**src/rtl/mux_arbiter_4.sv**
```systemverilog
// Round-robin arbiter that owns a shared 4:1 mux select, with a per-owner hold limit.
// Outputs are all registered; an expired owner is re-granted when nobody else is waiting.
module mux_arbiter_4 #(
  parameter int unsigned MAX_HOLD = 4
) (
  input  logic       clk,
  input  logic       rst,
  input  logic [3:0] req,
  output logic [3:0] grant,
  output logic       s0,
  output logic       s1,
  output logic       busy
);

  localparam logic ST_IDLE = 1'b0;
  localparam logic ST_OWN  = 1'b1;

  localparam int unsigned CNT_W = (MAX_HOLD > 1) ? $clog2(MAX_HOLD) : 1;
  localparam logic [CNT_W-1:0] HOLD_LAST = CNT_W'(MAX_HOLD - 1);

  logic             r_state;
  logic [3:0]       r_grant;
  logic [1:0]       r_sel;
  logic             r_busy;
  logic [1:0]       r_ptr;
  logic [CNT_W-1:0] r_hold_cnt;

  logic             w_state_nxt;
  logic [3:0]       w_grant_nxt;
  logic [1:0]       w_sel_nxt;
  logic             w_busy_nxt;
  logic [1:0]       w_ptr_nxt;
  logic [CNT_W-1:0] w_hold_nxt;

  logic [3:0]       w_owner_oh;
  logic [3:0]       w_cand;
  logic [2:0]       w_pick;
  logic             w_owner_req;
  logic             w_expire;

  // Search starts just above 'last' and wraps; 'last' itself is tried last.
  function automatic logic [2:0] rr_pick(input logic [3:0] r, input logic [1:0] last);
    logic [1:0] cand;
    rr_pick = 3'b000;
    for (int k = 4; k >= 1; k--) begin
      cand = last + 2'(k);
      if (r[cand]) rr_pick = {1'b1, cand};
    end
  endfunction

  assign w_owner_oh  = 4'b0001 << r_sel;
  assign w_cand      = (r_state == ST_OWN) ? (req & ~w_owner_oh) : req;
  assign w_pick      = rr_pick(w_cand, r_ptr);
  assign w_owner_req = req[r_sel];
  assign w_expire    = w_owner_req && (r_hold_cnt == HOLD_LAST);

  // NOTE: every signal gets a default first so this block can never infer a latch.
  always_comb begin
    w_state_nxt = r_state;
    w_grant_nxt = r_grant;
    w_sel_nxt   = r_sel;
    w_busy_nxt  = r_busy;
    w_ptr_nxt   = r_ptr;
    w_hold_nxt  = r_hold_cnt;

    unique case (r_state)
      ST_IDLE: begin
        if (w_pick[2]) begin
          w_state_nxt = ST_OWN;
          w_grant_nxt = 4'b0001 << w_pick[1:0];
          w_sel_nxt   = w_pick[1:0];
          w_busy_nxt  = 1'b1;
          w_ptr_nxt   = w_pick[1:0];
          w_hold_nxt  = '0;
        end
      end
      ST_OWN: begin
        if (w_owner_req && !w_expire) begin
          w_hold_nxt = r_hold_cnt + CNT_W'(1);
        end else if (w_pick[2]) begin
          w_grant_nxt = 4'b0001 << w_pick[1:0];
          w_sel_nxt   = w_pick[1:0];
          w_ptr_nxt   = w_pick[1:0];
          w_hold_nxt  = '0;
        end else if (w_expire) begin
          // Lone owner at its limit keeps the mux; only the hold window restarts.
          w_hold_nxt = '0;
        end else begin
          w_state_nxt = ST_IDLE;
          w_grant_nxt = 4'b0000;
          w_busy_nxt  = 1'b0;
          w_hold_nxt  = '0;
        end
      end
      default: begin
        w_state_nxt = ST_IDLE;
        w_grant_nxt = 4'b0000;
        w_busy_nxt  = 1'b0;
      end
    endcase
  end

  // NOTE: state registers use non-blocking assignments so all of them update from the same pre-edge values.
  always_ff @(posedge clk or posedge rst) begin
    if (rst) begin
      r_state    <= ST_IDLE;
      r_grant    <= 4'b0000;
      r_sel      <= 2'b00;
      r_busy     <= 1'b0;
      r_ptr      <= 2'd3;
      r_hold_cnt <= '0;
    end else begin
      r_state    <= w_state_nxt;
      r_grant    <= w_grant_nxt;
      r_sel      <= w_sel_nxt;
      r_busy     <= w_busy_nxt;
      r_ptr      <= w_ptr_nxt;
      r_hold_cnt <= w_hold_nxt;
    end
  end

  assign grant = r_grant;
  assign s0    = r_sel[1];
  assign s1    = r_sel[0];
  assign busy  = r_busy;

endmodule

```
**config.mk**
```make
export PLATFORM = sky130hd
export DESIGN_NAME = mux_arbiter_4
export DESIGN_NICKNAME = d
export VERILOG_FILES = /design/src/rtl/mux_arbiter_4.sv
export SDC_FILE = /design/constraint.sdc
export NUM_CORES = 1
export LEC_CHECK = 0
export ABC_AREA = 1
export BUFFER_PORTS_ARGS = -buffer_cell sky130_fd_sc_hd__clkbuf_2
export CAP_MARGIN = 30
export CORE_UTILIZATION = 58
export DETAILED_ROUTE_END_ITERATION = 7
export GPL_ROUTABILITY_DRIVEN = 0
export GPL_TIMING_DRIVEN = 1
export PLACE_DENSITY = 0.81
export SYNTH_ARGS = -nofsm -noshare
export SYNTH_HDL_FRONTEND = slang
export SYNTH_SLANG_ARGS = --single-unit
```
**constraint.sdc**
```tcl
create_clock -name clk -period 3.5 [get_ports clk]
set_input_delay 0.7 -clock clk [delete_from_list [all_inputs] [get_ports clk]]
set_output_delay 0.7 -clock clk [all_outputs]
set_load 0.02 [all_outputs]
```
### Word level (Yosys, flattened, before mapping)

Cells that the tools add are included.

* bits in latches: 0
* register bits after elaboration: 12
* logic and storage cells: 70
* memories kept: 0
* output and inout bits: 7
* input port bits: 6
* ROM bits: 0
* memory bits (writable): 0

* bitwise logic cells: 3
* shift operators: 2
* equality and inequality tests: 6
* reductions and logical operators: 5
* $lt $le $gt $ge: 5
* add/sub/neg operators: 4
* multiply operators: 0
* divide/modulo/power cells: 0
* muxes and demuxes: 39

Operators by type and width (number)
* 2-to-1 mux 4 bit: 5
* less-than comparator 2 x 3 -> 1 bit, second input constant: 5
* 2-to-1 mux 1 bit: 13
* 2-to-1 mux 2 bit: 6
* 2-to-1 mux 3 bit: 4
* case mux 2 bit (2 select lines): 3
* binary-select mux 1 bit (select 2 bit): 5
* != test 2 bit, second input constant: 4
* case mux 4 bit (2 select lines): 1
* << shifter 1 x 2 -> 4 bit, first input constant: 2
* adder 2 x 1 -> 2 bit, second input constant: 2
* adder 2 bit, second input constant: 2
* AND 4 bit: 1
* inverter 4 bit: 1
* case mux 1 bit (2 select lines): 2
* AND reduction 4 bit: 1
* != test 3 bit, second input constant: 1
* AND reduction 3 bit: 1
* equality test 2 bit, second input constant: 1
* logical AND 1 bit: 2
* logical NOT 1 bit: 1
* inverter 1 bit: 1

### Longest topological paths before layout

Gate-level depths: netlist of run 1.

* depth in word-level cells: 14
* gate-level depth with buffers: 14

### Least setup slack after synthesis of run 1

Ideal clock, no wire load.

* kind: input to register
* start point: in req[3]
* end point: reg r_grant[0] (netlist: grant[0])
* cell stages on the path: 11
* data arrival time: 1.454 ns
* buffers on the path: 0
* setup slack: 1.928 ns
* setup time: 0.117 ns
* cells stage by stage: nand2_1 nand3_1 nand2_1 nor2_1 nand2_2 nand2_4 nand2_4 inv_4 nor2_2 nand3_1 nand2_1

* cells in the longest elaborated chain, start to end: 12
* elaborated cells on any way between the ends: 28
* classes of those cells: eq/ne: 3; shift: 1; mux: 19; bitwise: 1; reduce/logical: 4

RTL lines
* start, declared: RTL line 8 `input logic [3:0] req,`
* AND 4 bit: RTL line 52 `assign w_cand = (r_state == ST_OWN) ? (req & ~w_owner_oh) : req;`
* 2-to-1 mux 4 bit: RTL line 52
* binary-select mux 1 bit (select 2 bit): RTL line 47 `if (r[cand]) rr_pick = {1'b1, cand};`
* 2-to-1 mux 1 bit (not written as such): RTL line 47
* 2-to-1 mux 3 bit (4 in a row): RTL line 47
* << shifter 1 x 2 -> 4 bit: RTL line 70, 81
* 2-to-1 mux 4 bit: RTL line 80 `end else if (w_pick[2]) begin`
* 2-to-1 mux 4 bit: RTL line 78 `if (w_owner_req && !w_expire) begin`
* case mux 4 bit (2 select lines): RTL line 66 `unique case (r_state)`
* end signal, assigned: RTL line 114 `r_grant <= w_grant_nxt;`
* end, declared: RTL line 22 `logic [3:0] r_grant;`

Several ways; a longest one is shown, not always the timed one. The select of a mux whose other input is x is not followed.
A chain may end at the register's enable or synchronous reset.

### Worst setup path after layout of run 1

* start point: reg r_sel[0]
* end point: out s1

RTL lines
* start, declared: RTL line 23 `logic [1:0] r_sel;`
* start signal, assigned: RTL line 115 `r_sel <= w_sel_nxt;`
* end, declared: RTL line 11 `output logic s1,`

No word-level cell between the ends.

==> metrics.txt, run 1 <==
Place WS=1680 ps; crit path to=s1; period utilisation layout=0.481; CTS root buffer=clkbuf_4; kind of cell adding the most delay to the critical path=flip-flops; clk sinks=12; register-to-register setup slack=1820 ps; Setup TNS Final=0 ps; die width=39.8 um; Slowest-stage cell, CP=dfrtp_1; Max Clk Rate=594 MHz; worst-path cell chain=clkbuf_2; Netlist cell types=20; Worst R2R Path Depth=11; CTS Buffer Depth=2; skew final=9.03 ps; Post-synth top cells=nand2_1 (35), nand3_1 (17), nand2_2 (11); Data arrival, critical path=just under 1000 ps; critical path launch point type=flop; clock tree from TritonCTS=built; Final Critical Period=1680 ps; post-CTS setup buffers=0; hpwl dp=roughly 1.2 mm; top post-synthesis cells by area=dfrtp_1 (30%), nand2_1 (16%), nand3_1 (10%); first-pass GRT wire length=2.35 mm; Mapped Nets=117; Ports=13; Finished Cell Area=907 sq um; R2R Path End=grant[0]; clk slew on worst S/H paths=about 80 ps; CTS Buf Count=3; Synth Warn #=0; Tot GR Track Use=0.232; Setup crit start=r_sel[0]; Slew Limit Fails=0; Mapped Cells=110; Via Count=707; Yosys top cell area share=0.303; num rows=13; Area growth, synth to finish=9.68%; mapped cell area=just over 800 sq um; hold slack=390 ps; CP max FO=7; syn_area_per_cell=approximately 7.5 sq um; critical path buffer and inverter count=1; starting density of the core=0.628; RSZ-0062 raised after global routing=no; type of destination of the critical path=output port; Min-Delay Path Class=input port to asynchronous set/reset pin; status=finished, final reports clean; Synth Flop Type=dfrtp_1; CTS-repair resized insts=0; core area=0.00132 sq mm; slowest stage delay, CP=between 400 and 500 ps; H-tree levels=1; worst setup margin=between 1500 and 2000 ps; Worst EP required=2800 ps; DRT iter0 DRCs=14; Seq cells post-synth=12; Worst-Margin Slew=439 ps; nets=132; vias in the first global route=a little over 600; placed instance area=881 sq um; die area=approximately 0.0016 sq mm; clock latency on the worst-skew pair=270 ps; hold buffer count at cts=0; initial antenna violation count=0; reg-to-reg startpoint=r_ptr[0]; diode count=0; DIE HEIGHT=approximately 40 um; Synth async-reset ratio=1.00; Detail Route Antenna Nets=0; Crit Path Category=flop to output port; layout cells sized above 1=0.331; Final Hold Fails=0; Max-cap violations=0; remaining global-route overflow=0; routed length per instance=around 11 um; largest net degree at the start of global routing=13; Final setup violation count=0; area leader, netlist=dfrtp_1; Max transition margin=0.707; DRC viols=0; DRT Pass-1 Iters=4; final WL=1.50 mm; most common cell in the netlist=nand2_1; critical path depth=1; Post-synth EDFFs=0; vias per cell=between 5 and 6; Port Buffers=12; Seq/Total Area, Yosys=0.366
layout make-up:
| type | instances | area [sq um] |
|---|---|---|
| repair buffers | 12 | 60.1 |
| clock buffers | 4 | 26.3 |
| inverters | 13 | 51.3 |
| fillers | 119 | 410 |
| well taps | 15 | 18.8 |
| flip-flops and latches | 12 | 303 |
| multi-input cells | 83 | 448 |
stage by stage:
stage / utilization / instances
2_1_floorplan: - / 110
3_3_place_gp: 0.669 / 135
3_5_place_dp: 0.669 / 135
4_1_cts: 0.689 / 139
5_1_grt: 0.689 / 139
6_report: 0.689 / 139
placed cells by master, fill, tap and decap left out:
cell and instances:
nand2_1 35, nand3_1 17, clkbuf_2 12, nand2_2 11, dfrtp_1 10, inv_1 9, o21ai_0 5, inv_2 3
nand2_4 3, nor2_1 3, clkbuf_4 3, nand3_2 2, nor2_4 2, dfstp_2 2, xor2_2 1, inv_4 1
o21ai_1 1, nor2_2 1, a32o_1 1, ha_1 1, clkbuf_1 1
how the worst min path moves through the flow:
stage	to	slack (ps)	cells after the start
after floorplan	r_hold_cnt[0]	460	1
after global placement	grant[0]	460	2
after detailed placement	grant[2]	460	2
after CTS	r_sel[0]	400	2
after global routing	r_sel[0]	430	2
final	r_sel[0]	390	2
worst register-to-register path: cells and delay by family, from the launching register on:
kind	cells	cell delay, ps
simple gates	9	740
flops	1	640
buf+inv	2	190
flip-flops by register name, summed over array words and instances (netlist names):
name,count
busy,1
grant,4
r_ptr,2
r_state,1
r_sel,2
r_hold_cnt,2
kinds of logic after synthesis:
group,share of synthesized area
adders and majority gates,0.0151
AOI/OAI and AO/OA,0.0484
xor gates and xnor gates,0.0197
and+or+nand+nor,0.458
buffers and inverters,0.0923
DFF,0.366
routing by layer:
metal	vias to the layer above	GRT usage	wire, um
met5	-	0	0
met4	0	0.0776	23
met3	4	0.0682	51
met2	11	0.410	718
met1	321	0.260	705
li1	371	-	-
Power of run 1 is not shown: default switching activity piles up to over one toggle a cycle in this logic, so the estimate is an artifact.
==> run 2, diff against run 1 <==
Settings changed: ABC_AREA 1 to 0, CORE_UTILIZATION 58 to 48, PLACE_DENSITY 0.81 to 0.72.
Clock period 3.5 ns to 1.5 ns, I/O delays scaled along.
==> run 2 against run 1 <==
  * The run now ends with negative hold slack, negative setup slack left
  * Cell count fell by 6.5%
  * Register-to-register slack got worse by 2000 ps
  * Synthesized cell count fell by 29%
  * Non-clock buffer count rose by 24
  * Critical path depth rose by 5
  * Cell area rose by 31%
  * Worst hold slack got worse by 390 ps
  * Sequential share of layout area fell by 7.5 points
  * Wire length rose by 71%
  * Global-route usage rose by 5.7 points
  * Setup slack got worse by 2000 ps
  * Core utilization rose by 9.8 points
  * Highest routed layer unchanged
==> metrics.txt, run 2 <==
core area=0.00151 sq mm; Via Count=851; Area growth, synth to finish=52.5%; Slew Limit Fails=0; Worst R2R Path Depth=6; Data arrival, critical path=1900 ps; Synth Flop Type=dfrtp_1; GR Layer Usage met2=0.465; Mapped Nets=85; clk slew on worst S/H paths=90 ps; Worst EP required=1680 ps; Synth async-reset ratio=1.00; largest net degree at the start of global routing=13; Finished Cell Area=between 0.001 and 0.0015 sq mm; Max Clk Rate=around 580 MHz; skew final=roughly 3.5 ps; hpwl dp=1.44 mm; Final Critical Period=between 1500 and 2000 ps; PwrDens=2390 mW/mm^2; CP max FO=6; CTS root buffer=clkbuf_4; Netlist cell types=39; DRT Pass-1 Iters=5; worst setup margin=-214 ps; Setup TNS Final=-1530 ps; H-tree levels=1; first-pass GRT wire length=3.76 mm; layout cells sized above 1=0.579; mapped cell area=777 sq um; die width=between 40 and 50 um; status=finished, violations left; syn_area_per_cell=9.96 sq um; sequential cell area=307 sq um; Synth Warn #=0; post-layout power=2.84 mW; Post-synth top cells=dfrtp_1 (10), mux2i_1 (4), nand2_1 (4), nand2b_1 (4), nor2b_1 (4); Final Hold Fails=5; clock latency on the worst-skew pair=between 200 and 300 ps; met1 Track Usage GR=0.350; Post-synth EDFFs=0; CTS Buffer Depth=2; hold slack=-4.08 ps; Seq cells post-synth=12; top post-synthesis cells by area=dfrtp_1 (32%), dfstp_2 (6.8%), mux2i_1 (5.2%); clock tree from TritonCTS=built; Fill cells=97; failing checks=negative hold slack, negative setup slack; Crit Path Category=flop to flop; critical path launch point type=flop; Min-Delay Path Class=input port to asynchronous set/reset pin; most common cell in the netlist=dfrtp_1; met3 usage=0.0690; diode count=0; final WL=about 2.6 mm; Worst-Margin Slew=493 ps; register-to-register setup slack=-210 ps; Detail Route Antenna Nets=0; routed length per instance=roughly 20 um; clk sinks=12; Yosys top cell area share=0.322; Port Buffers=12; most frequent cells in the layout=buf_4 (20), clkbuf_2 (12), dfrtp_1 (7); Max rail drop VDD=roughly 1.4 mV; Pleak=0.557 nW; Final setup violation count=11; vias in the first global route=780; type of destination of the critical path=flop; Max transition margin=0.671; reg-to-reg startpoint=r_sel[1]; area leader, netlist=dfrtp_1; DRC viols=0; R2R Path End=grant[0]; number of flip-flops in the largest register=4; starting density of the core=0.516; initial antenna violation count=0; Ports=13; commonest non-fill, non-tap cell in the layout=buf_4; CTS Buf Count=3; DRT iter0 DRCs=38; Max-cap violations=0; vias per cell=6.55; die area=roughly 0.0018 sq mm; remaining global-route overflow=0; period utilisation layout=1.14; num rows=14; Seq/Total Area, Yosys=0.390; layer carrying the most global-route usage=met2; RSZ-0062 raised after global routing=yes; nets=roughly 120; Tot GR Track Use=0.289; DIE HEIGHT=42.2 um; Mapped Cells=78; placed instance area=0.00102 sq mm; hold buffer count at cts=0; area of the multi-input gates=559 sq um
==> run 2: changes by cell type after synthesis, moves of 3 or more <==
| cell | before | now |
|---|---|---|
| mux2i_1 | 0 | 4 |
| nand3_1 | 17 | 2 |
| nand2_4 | 3 | 0 |
| nand2_1 | 35 | 4 |
| a21o_1 | 0 | 3 |
| inv_1 | 9 | 2 |
| inv_2 | 3 | 0 |
| nor2b_1 | 0 | 4 |
| nand2b_1 | 0 | 4 |
| nand2_2 | 11 | 0 |
==> run 2: kinds of logic after synthesis <==
| group | count (synthesis) | synth area share |
|---|---|---|
| XOR/XNOR | 1 | 0.0113 |
| flip-flops | 12 | 0.390 |
| adder cells (fa/ha/maj) | 1 | 0.0161 |
| AO/OA/AOI/OAI | 23 | 0.216 |
| buffers and inverters | 6 | 0.0402 |
| AND/OR/NAND/NOR | 29 | 0.232 |
| multiplexers | 6 | 0.0950 |
==> run 2: per-stage QoR <==
step	std cells	util	hold WS, ps	setup WS [ps]
after global routing	130	0.787	50.6	-306
after CTS	129	0.757	18.9	-166
after global placement	121	0.674	310	-147
after floorplan	78	-	163	-135
final	130	0.787	-4.08	-214
after detailed placement	121	0.674	327	-206
==> run 2: timing repair <==
item / in CTS / in global routing
resized for setup: 16 / 7
cloned: 0 / 0
setup buffers: 4 / 2
pin swaps: 6 / 3
setup endpoints to repair: 12 / 12
==> run 2: cell type report <==
cell class,instances,share of cell area
multi-input combinational,60,0.472
tap,16,0.0169
clock buffer,4,0.0306
inverter,2,0.00634
timing repair buffer,36,0.215
sequential,12,0.259
==> run 2: power by group <==
| part | total [mW] | switching (mW) | leakage (nW) | internal, mW |
|---|---|---|---|---|
| registers | 0.684 | 0.190 | 0.142 | 0.494 |
| clock network | 0.284 | 0.135 | 0.0210 | 0.148 |
| logic | 1.87 | 0.897 | 0.394 | 0.973 |
==> run 2: per-layer routing <==
layer / part of all wire / routed length (um) / vias to the layer above
li1: - / - / 371
met1: 0.38 / 977 / 422
met2: 0.51 / 1320 / 45
met3: 0.065 / 167 / 13
met4: 0.043 / 110 / 0
met5: 0 / 0 / -
==> run 2: worst max path at each step <==
stage,start,to,cells after the start,slack (ps)
after floorplan,r_sel[0],grant[0],6,-140
after global placement,r_hold_cnt[0],grant[2],6,-150
after detailed placement,r_state,grant[0],5,-210
after CTS,r_sel[1],grant[2],5,-170
after global routing,r_sel[0],grant[0],6,-310
final,r_sel[1],grant[0],6,-210
==> run 2: worst max-delay path, stage by stage (launching register included) <==
cell and delay [ps]:
dfrtp_2 460, buf_4 170, buf_4 150, a311oi_2 350
nor3_4 110, buf_4 160, a32o_1 190
(Power assumes the default switching activity.)
==> run 3, diff against run 2 <==
Settings changed: CORE_MARGIN from default to 1.5, CORE_UTILIZATION 48 to 35, PLACE_DENSITY 0.72 to default.
==> run 3 against run 2 <==
  * Clock power shrank 9.2%
  * Register-to-register slack gained 40 ps
  * The flow finishes with violations (negative setup slack)
  * Sequential power shrank 1%
  * Combinational power shrank 9%
  * Die area grew 41%
==> metrics.txt, run 3 (same netlist as run 2, synthesis figures left out) <==
Worst EP required=1710 ps; RSZ-0062 raised after global routing=yes; sequential cell area=307 sq um; Max Clk Rate=598 MHz; Area growth, synth to finish=49.0%; Crit Path Category=flop to flop; Ports=13; num rows=16; routed length per instance=15.1 um; DRT Pass-1 Iters=4; CTS Buffer Depth=2; die area=0.00251 sq mm; Detail Route Antenna Nets=0; R2R Path End=grant[2]; failing checks=negative setup slack; clock latency on the worst-skew pair=270 ps; period utilisation layout=1.11; Switching Share=0.421; Final Hold Fails=0; status=finished, violations left; skew final=around 7.1 ps; clk slew on worst S/H paths=80 ps; largest net degree at the start of global routing=13; final core utilization=0.572; Min-Delay Path Class=input port to asynchronous set/reset pin; Max-cap violations=0; PwrDens=2290 mW/mm^2; most frequent cells in the layout=buf_4 (18), clkbuf_2 (12), dfrtp_1 (7); clk sinks=12; number of flip-flops in the largest register=4; Final setup violation count=11; CTS Buf Count=3; DRT iter0 DRCs=5; Fill cells=179; register-to-register setup slack=-170 ps; Seq pwr share=0.255; Tot GR Track Use=0.183; commonest non-fill, non-tap cell in the layout=buf_4; hpwl dp=1.53 mm; Worst R2R Path Depth=5; Slew Limit Fails=0; Port Buffers=12; final WL=2.08 mm; critical path launch point type=flop; Final Critical Period=1670 ps; DRC viols=0; type of destination of the critical path=flop; Data arrival, critical path=roughly 1900 ps; area of the multi-input gates=approximately 540 sq um; nets=119; worst setup margin=-171 ps; Pleak=0.526 nW; remaining global-route overflow=0; Placed Instances=133; first-pass GRT wire length=~3.5 mm; H-tree levels=1; Via Count=728; Gate power share=0.648; post-route insts no fill=between 100 and 150; diode count=0; Max rail drop VDD=1.22 mV; die width=50.1 um; clock power share=0.097; CP max FO=7; clock tree from TritonCTS=built; vias in the first global route=780; layout cells sized above 1=0.541; Setup crit start=r_sel[1]; crit path to=grant[2]; Max transition margin=0.678; NetSw=1.11 mW; CTS root buffer=clkbuf_4; core area=just over 0.002 sq mm; starting density of the core=0.384; vias per cell=5.28; hold buffer count at cts=0; reg-to-reg startpoint=r_sel[1]; Worst-Margin Slew=479 ps; P_int=1.53 mW; DIE HEIGHT=50.1 um; initial antenna violation count=0
-- run 3: cell types whose count changed in the layout (fill, tap and decap cells not counted), sizes merged --
| cell | delta |
|---|---|
| buf | -3 |
-- run 3: through the flow --
stage          setup TNS (ps)  instance area, sq um  hold WS [ps]  power (mW)  worst slack, ps
2_1_floorplan            -740                   825           163        1.66             -135
3_3_place_gp            -1310                  1040           309        2.14             -220
3_5_place_dp            -1290                  1040           316        2.16             -203
4_1_cts                 -1240                  1100          10.6        2.50             -156
5_1_grt                 -2200                  1160          56.8        2.83             -244
6_report                -1370                  1160          7.49        2.65             -171
-- run 3: worst max-delay path, cell delays in order (launching register included) --
cell,delay [ps]
dfrtp_2,450
mux4_2,580
nor2b_4,160
nor3_4,70
nor2_2,170
a32o_1,180
-- run 3: worst min-delay path by stage --
stage | startpoint | slack (ps) | to | depth (start not counted)
3_5_place_dp | rst | 320 | grant[0] | 2
3_3_place_gp | rst | 310 | grant[3] | 2
5_1_grt | rst | 60 | r_hold_cnt[0] | 2
2_1_floorplan | rst | 160 | busy | 1
4_1_cts | rst | 10 | r_hold_cnt[0] | 2
6_report | rst | 7 | r_sel[0] | 2
-- run 3: power by group through the flow --
stage,Sequential [mW],Combinational (mW),Clock (mW)
after floorplan,0.675,0.983,0
after global placement,0.653,1.49,0
after detailed placement,0.662,1.50,0
after CTS,0.657,1.58,0.264
after global routing,0.694,1.86,0.277
final,0.675,1.71,0.258
-- run 3: cell type report --
type / instances / share of cell area
clock buffer: 4 / 0.0314
sequential: 12 / 0.265
inverter: 2 / 0.00649
timing repair buffer: 33 / 0.198
tap: 27 / 0.0292
multi-input combinational: 60 / 0.470
-- run 3: repair_timing --
action | CTS | global route
endpoints found under the hold margin | 0 | 0
pin swaps | 1 | 3
gates resized for setup | 6 | 12
setup buffers | 0 | 1
setup endpoints to repair | 10 | 12
-- run 3: layer usage --
layer / track usage / share of wire / up-vias
met3: 0.0576 / 0.036 / 4
met4: 0.0417 / 0.0067 / 0
li1: - / - / 361
met1: 0.202 / 0.40 / 350
met5: 0 / 0 / -
met2: 0.336 / 0.56 / 13
